===== src/rtl/regfile_wb_pkg.sv =====
// Shared types and defaults for the register file write-back queue.
//   wb_state_e : write-port sequencer states
//   wb_entry_t : one queued result (destination address + data)
package regfile_wb_pkg;

  localparam int unsigned ADDR_W_DEF = 5;
  localparam int unsigned DATA_W_DEF = 32;

  typedef enum logic [1:0] {
    StIdle,
    StSetup,
    StStrobe,
    StHold
  } wb_state_e;

  typedef struct packed {
    logic [ADDR_W_DEF-1:0] address;
    logic [DATA_W_DEF-1:0] data;
  } wb_entry_t;

endpackage


===== src/rtl/wb_fifo.sv =====
// Circular FIFO holding pending register writes.
//   clk_i, rst_ni       : clock, async active-low reset (clears occupancy)
//   push_i, push_*_i    : enqueue one entry at the tail
//   pop_i               : drop the head
//   head_*_o, next_*_o  : peek at the head and the entry behind it
//   count_o             : occupied entries
//   occ_valid_o/occ_address_o : per-slot occupancy and address, for hazard compares
module wb_fifo #(
  parameter int unsigned DEPTH  = 4,
  parameter int unsigned ADDR_W = 5,
  parameter int unsigned DATA_W = 32
) (
  input  logic                             clk_i,
  input  logic                             rst_ni,
  input  logic                             push_i,
  input  logic [ADDR_W-1:0]                push_address_i,
  input  logic [DATA_W-1:0]                push_data_i,
  input  logic                             pop_i,
  output logic [ADDR_W-1:0]                head_address_o,
  output logic [DATA_W-1:0]                head_data_o,
  output logic [ADDR_W-1:0]                next_address_o,
  output logic [DATA_W-1:0]                next_data_o,
  output logic [$clog2(DEPTH):0]           count_o,
  output logic [DEPTH-1:0]                 occ_valid_o,
  output logic [DEPTH-1:0][ADDR_W-1:0]     occ_address_o
);

  localparam int unsigned PtrW = $clog2(DEPTH);
  localparam int unsigned CntW = PtrW + 1;

  logic [ADDR_W-1:0] mem_address_q [DEPTH];
  logic [DATA_W-1:0] mem_data_q    [DEPTH];
  logic [PtrW-1:0]   rd_ptr_q, rd_ptr_d;
  logic [PtrW-1:0]   wr_ptr_q, wr_ptr_d;
  logic [CntW-1:0]   count_q, count_d;
  logic [PtrW-1:0]   next_ptr;
  logic [PtrW-1:0]   rel;

  // Pointers wrap naturally because DEPTH is a power of two.
  always_comb begin
    rd_ptr_d = pop_i  ? rd_ptr_q + PtrW'(1) : rd_ptr_q;
    wr_ptr_d = push_i ? wr_ptr_q + PtrW'(1) : wr_ptr_q;
    count_d  = count_q + CntW'(push_i) - CntW'(pop_i);
  end

  always_ff @(posedge clk_i or negedge rst_ni) begin
    if (!rst_ni) begin
      rd_ptr_q <= '0;
      wr_ptr_q <= '0;
      count_q  <= '0;
    end else begin
      rd_ptr_q <= rd_ptr_d;
      wr_ptr_q <= wr_ptr_d;
      count_q  <= count_d;
    end
  end

  // Payload storage needs no reset; occupancy is tracked by count_q.
  always_ff @(posedge clk_i) begin
    if (push_i) begin
      mem_address_q[wr_ptr_q] <= push_address_i;
      mem_data_q[wr_ptr_q]    <= push_data_i;
    end
  end

  assign next_ptr       = rd_ptr_q + PtrW'(1);
  assign head_address_o = mem_address_q[rd_ptr_q];
  assign head_data_o    = mem_data_q[rd_ptr_q];
  assign next_address_o = mem_address_q[next_ptr];
  assign next_data_o    = mem_data_q[next_ptr];
  assign count_o        = count_q;

  // A slot is live when its distance from the head is below the count.
  always_comb begin
    rel = '0;
    for (int unsigned i = 0; i < DEPTH; i++) begin
      rel              = PtrW'(i) - rd_ptr_q;
      occ_valid_o[i]   = ({1'b0, rel} < count_q);
      occ_address_o[i] = mem_address_q[i];
    end
  end

endmodule


===== src/rtl/regfile_writeback_queue.sv =====
// Write-side companion of the 32x32 register file. Accepts ALU and load
// results, serialises them and drives the register file write port with a
// glitch-free registered strobe (SETUP / STROBE / HOLD per write).
//   Clk, Reset_n              : clock, async active-low reset
//   Alu_*/Mem_*               : valid/ready result inputs (load has priority)
//   C_Address, C_Data, Write  : register file write port, all from flops
//   Query_A/B, Hazard_A/B     : decode source queries against pending writes
//   Empty, Count              : occupancy including the write in flight
module regfile_writeback_queue
  import regfile_wb_pkg::*;
#(
  parameter int unsigned DEPTH  = 4,
  parameter int unsigned DATA_W = DATA_W_DEF,
  parameter int unsigned ADDR_W = ADDR_W_DEF
) (
  input  logic                    Clk,
  input  logic                    Reset_n,
  input  logic                    Alu_Valid,
  output logic                    Alu_Ready,
  input  logic [ADDR_W-1:0]       Alu_Address,
  input  logic [DATA_W-1:0]       Alu_Data,
  input  logic                    Mem_Valid,
  output logic                    Mem_Ready,
  input  logic [ADDR_W-1:0]       Mem_Address,
  input  logic [DATA_W-1:0]       Mem_Data,
  output logic [ADDR_W-1:0]       C_Address,
  output logic [DATA_W-1:0]       C_Data,
  output logic                    Write,
  input  logic [ADDR_W-1:0]       Query_A,
  input  logic [ADDR_W-1:0]       Query_B,
  output logic                    Hazard_A,
  output logic                    Hazard_B,
  output logic                    Empty,
  output logic [$clog2(DEPTH):0]  Count
);

  localparam int unsigned CntW = $clog2(DEPTH) + 1;

  wb_state_e                   state_q;
  logic                        full;
  logic                        mem_fire, alu_fire, push, pop;
  logic [ADDR_W-1:0]           push_address;
  logic [DATA_W-1:0]           push_data;
  logic [ADDR_W-1:0]           head_address, next_address;
  logic [DATA_W-1:0]           head_data, next_data;
  logic [CntW-1:0]             count;
  logic [DEPTH-1:0]            occ_valid;
  logic [DEPTH-1:0][ADDR_W-1:0] occ_address;

  // Ready depends only on the registered count, never on this cycle's pop.
  assign full      = (count == CntW'(DEPTH));
  assign Mem_Ready = !full;
  assign Alu_Ready = !full && !Mem_Valid;
  assign mem_fire  = Mem_Valid && Mem_Ready;
  assign alu_fire  = Alu_Valid && Alu_Ready;

  assign push_address = mem_fire ? Mem_Address : Alu_Address;
  assign push_data    = mem_fire ? Mem_Data    : Alu_Data;
  // Writes to r0 complete the handshake but are dropped here.
  assign push = (mem_fire || alu_fire) && (push_address != '0);
  assign pop  = (state_q == StHold);

  wb_fifo #(
    .DEPTH  (DEPTH),
    .ADDR_W (ADDR_W),
    .DATA_W (DATA_W)
  ) u_fifo (
    .clk_i          (Clk),
    .rst_ni         (Reset_n),
    .push_i         (push),
    .push_address_i (push_address),
    .push_data_i    (push_data),
    .pop_i          (pop),
    .head_address_o (head_address),
    .head_data_o    (head_data),
    .next_address_o (next_address),
    .next_data_o    (next_data),
    .count_o        (count),
    .occ_valid_o    (occ_valid),
    .occ_address_o  (occ_address)
  );

  // Write-port sequencer. The head stays in the FIFO (and visible to the
  // hazard logic) until the HOLD pop; the entry behind it is loaded
  // directly on HOLD -> SETUP so back-to-back writes have no idle gap.
  always_ff @(posedge Clk or negedge Reset_n) begin
    if (!Reset_n) begin
      state_q   <= StIdle;
      C_Address <= '0;
      C_Data    <= '0;
      Write     <= 1'b0;
    end else begin
      unique case (state_q)
        StIdle: begin
          Write <= 1'b0;
          if (count != '0) begin
            state_q   <= StSetup;
            C_Address <= head_address;
            C_Data    <= head_data;
          end
        end
        StSetup: begin
          state_q <= StStrobe;
          Write   <= 1'b1;
        end
        StStrobe: begin
          state_q <= StHold;
          Write   <= 1'b0;
        end
        StHold: begin
          Write <= 1'b0;
          if (count > CntW'(1)) begin
            state_q   <= StSetup;
            C_Address <= next_address;
            C_Data    <= next_data;
          end else begin
            state_q <= StIdle;
          end
        end
      endcase
    end
  end

  always_comb begin
    Hazard_A = 1'b0;
    Hazard_B = 1'b0;
    for (int unsigned i = 0; i < DEPTH; i++) begin
      if (occ_valid[i] && (occ_address[i] == Query_A)) Hazard_A = 1'b1;
      if (occ_valid[i] && (occ_address[i] == Query_B)) Hazard_B = 1'b1;
    end
    if (Query_A == '0) Hazard_A = 1'b0;
    if (Query_B == '0) Hazard_B = 1'b0;
  end

  assign Empty = (count == '0);
  assign Count = count;

endmodule


===== config.mk =====
export PLATFORM = sky130hd
export DESIGN_NAME = regfile_writeback_queue
export DESIGN_NICKNAME = d
export VERILOG_FILES = /design/src/rtl/regfile_wb_pkg.sv /design/src/rtl/wb_fifo.sv /design/src/rtl/regfile_writeback_queue.sv
export SDC_FILE = /design/constraint.sdc
export NUM_CORES = 1
export LEC_CHECK = 0
export CAP_MARGIN = 20
export CORE_AREA = 2 2 137 139
export DETAILED_ROUTE_END_ITERATION = 8
export DIE_AREA = 0 0 139 141
export PLACE_DENSITY_LB_ADDON = 0.15
export SLEW_MARGIN = 20
export SYNTH_ARGS = -nofsm -noshare
export SYNTH_HDL_FRONTEND = slang
export SYNTH_HIERARCHICAL = 1
export SYNTH_SLANG_ARGS = --single-unit

===== constraint.sdc =====
create_clock -name Clk -period 5.8 [get_ports Clk]
set_input_delay 1.74 -clock Clk [delete_from_list [all_inputs] [get_ports Clk]]
set_output_delay 1.74 -clock Clk [all_outputs]
set_load 0.01 [all_outputs]

==> flow_summary.ini <==
[route]
drc_errors = 0
detail_route.first_pass.iterations = 4
dr_wl_met3_um = 721
wl_per_cell_um = 21.10
wl_mm = 20.23
vias_per_cell = 5.839
dr_wl_met2_mm = 10.76
first_iter_violations = 285
highest_layer = met4
final_antenna_net_count = 0
met1_length_mm = 8.423
vias = 5600

[setup_path]
cp_max_fo = 5
path_class = in2out
start_kind = input pin
required_ns = 4.06
endpoint_kind = output pin
crit_path_start = Query_B[3]
arrival_ns = 3.73
rr_startpoint = state_q[0]

[logic_synthesis]
synth.distinct_cells = 41
yosysSeqAreaShare_pct = 57.04
yosys.area.top_type_share_pct = 45.10
synth_edf_count = 148
yosysWarnings = 6
async_reset_ff_share_pct = 24.10
syn_inst = 594
synth_seq_cells = 195
yosys-top-cells-area = edfxtp_1 45%, mux4_2 17%, dfrtp_1 12%, mux2i_1 3.8%, xor2_1 3.1%
ys.flop_type = edfxtp_1
syn_nets = 697
syn_area_sq_um = 9853
synth_area_leader_cell = edfxtp_1
syn_avg_cell_area_sq_um = 16.59

[clocking]
cts_tree = yes
insertion_delay_ns = 0.43
cts_post_setup_buffers_inserted = 0
clk_path_buf_depth = 2
cts_sinks = 195
cts-root-buf = clkbuf_16
holdBufCountCts = 0
clk_pin_slew_worst_paths_ns = 0.07
htreeDepth = 4
post_cts_resized = 0
cts_made_buffers = 17

[finish]
syn2layout_area_growth_pct = 19.45
layout-drive-gt1-share_pct = 22.76
nets = 815
num_antenna_cells = 0
finalInstanceArea_sq_um = 11770
fill_cells = 1301

[worst_hold_path]
worstHoldPathType = reg2reg
hp-start = C_Data[16]

[sta]
fin_crit_sh_pct = 94.28
fin_worst_skew_ns = 0.01237
tightest_slew_ns = 0.8973
period_needed_ns = 5.468
final-hold-violation-count = 0
fmax_mhz = 182.9
grt_setup_unrepaired = no
fin_setup_tns_ns = 0
slew_violations = 0
relSlewSlack_pct = 40.18
setup_viol = 0

[place]
place_congestion = 0.8347
numPortBuffers = 133
dpl.hpwl_mm = 13.28
postPlaceCellArea_sq_um = 11200

[floorplanning]
boundaryPins = 134
start_util_pct = 53.94
die-area_sq_um = 19600
coreArea_sq_um = 18270
die_x_um = 139
rows = 50
die_h_um = 141

[flow_run]
cap_violations = 0

[pwr]
vdd.ir_drop.worst_mv = 0.6201
total_leakage_power_nw = 4.205
power.density_nw_per_um2 = 544.6

[status]
status = finished clean

[grt]
grt_pass1_wl_mm = 32.05
grt_overflow = 0
grt_antenna_before_repair = 0
track_usage_pct = 21.28
grt_start_max_net_pins = 64
grt_pass1_vias = 6031
[state kept, by name, indices dropped and copies added, names as in the netlist]
register and flops:
u_fifo/count_o 3, u_fifo/wr_ptr_q 2, Write 1, state_q 2, u_fifo/rd_ptr_q 2, u_fifo/mem_address_q 20, u_fifo/mem_data_q 128, C_Address 5
C_Data 32
[final timing paths]
path / end / slack (ns) / cells after the start
max: Hazard_B / 0.33 / 7
min: C_Data[16] / 0.49 / 2
max reg2reg: C_Data[9] / 3.02 / 5
min reg2reg: C_Data[16] / 0.49 / 2
max in group asynchronous: u_fifo/rd_ptr_q[0] / 3.62 / 2
min in group asynchronous: C_Address[0] / 1.28 / 1
[per-layer routing]
layer	vias up	GRT usage [%]
li1	2526	-
met1	2908	27.23
met2	142	37.80
met3	24	2.955
met4	0	7.124
met5	-	0
[area by class of cell]
class	instances	area (sq um)	area share (%)
sequential	195	5628	47.82
clock buffer	18	429.2	3.646
timing repair buffer	143	1414	12.01
inverter	12	45.04	0.3827
multi-input combinational	343	3819	32.44
tap	234	292.8	2.488
clock inverter	14	142.6	1.212
[layout by cell type (no fill, tap or decap), types with 2 or more instances in the layout]
master           instances
inv_1                   11
or2_1                    2
mux2i_1                 37
clkinv_2                 2
dfrtp_4                  2
buf_4                    9
inv_6                    5
ha_1                    13
a21oi_1                  5
nand4_1                  2
nand2_1                 42
xnor2_1                 11
nor3_1                   2
dfrtp_1                 45
inv_8                    3
o21ai_0                 40
edfxtp_1               148
nor2_1                   4
clkbuf_16               17
nand3_1                  8
clkinv_4                 2
and2_2                   4
nor4_1                   9
mux2_4                  18
or4_1                    2
mux2_2                  19
nor2b_1                  2
xor2_1                  35
clkdlybuf4s50_1        132
mux4_2                  74
o21a_1                   2
[where the power goes]
group          leakage, nW  internal (mW)  total (mW)  switching, mW
Sequential            1.93           2.11        2.48          0.374
Combinational         1.99           1.45        2.80           1.35
Clock                0.282          0.607        1.13          0.525
Total                 4.21           4.16        6.41           2.25
[synth_stat cells (7+ instances only)]
master	n
mux4_2	74
mux2i_1	37
inv_1	11
edfxtp_1	148
ha_1	14
nand2_1	42
clkbuf_1	9
o21ai_0	40
xnor2_1	11
mux2_4	18
dfrtp_1	47
xor2_1	35
buf_2	7
mux2_2	19
buf_4	11
nor4_1	9
nand3_1	8
buf_12	8
[logic make-up (layout without fill, tap and decap cells)]
logic type	count (synthesis)	count (layout)	synth area share (%)
muxes	148	148	25.59
and+or+nand+nor	83	83	4.127
DFF	195	195	57.04
adders and majority gates	15	15	1.981
AOI/OAI and AO/OA	51	51	2.768
buffers and inverters	56	187	4.406
xor gates and xnor gates	46	46	4.089
[critical path, stage by stage]
cell,delay [ns]
clkdlybuf4s50_1,0.56
xor2_1,0.23
nor4_1,0.32
nand3_1,0.12
nand4_1,0.10
o21a_1,0.13
clkdlybuf4s50_1,0.53
[through the flow]
stage / total power [mW] / hold slack, ns / instances / setup slack, ns / util, %
final: 6.409 / 0.4859 / 959 / 0.3319 / 64.43
after global routing: 6.813 / 0.5210 / 959 / 0.1864 / 64.43
after CTS: 6.491 / 0.4910 / 959 / 0.3210 / 64.43
after detailed placement: 5.344 / 0.4725 / 927 / 0.3274 / 61.30
after global placement: 5.237 / 0.4629 / 926 / 0.3546 / 61.19
after floorplan: 4.555 / 0.4936 / 594 / 1.398 / -
(Power assumes the default switching activity.)
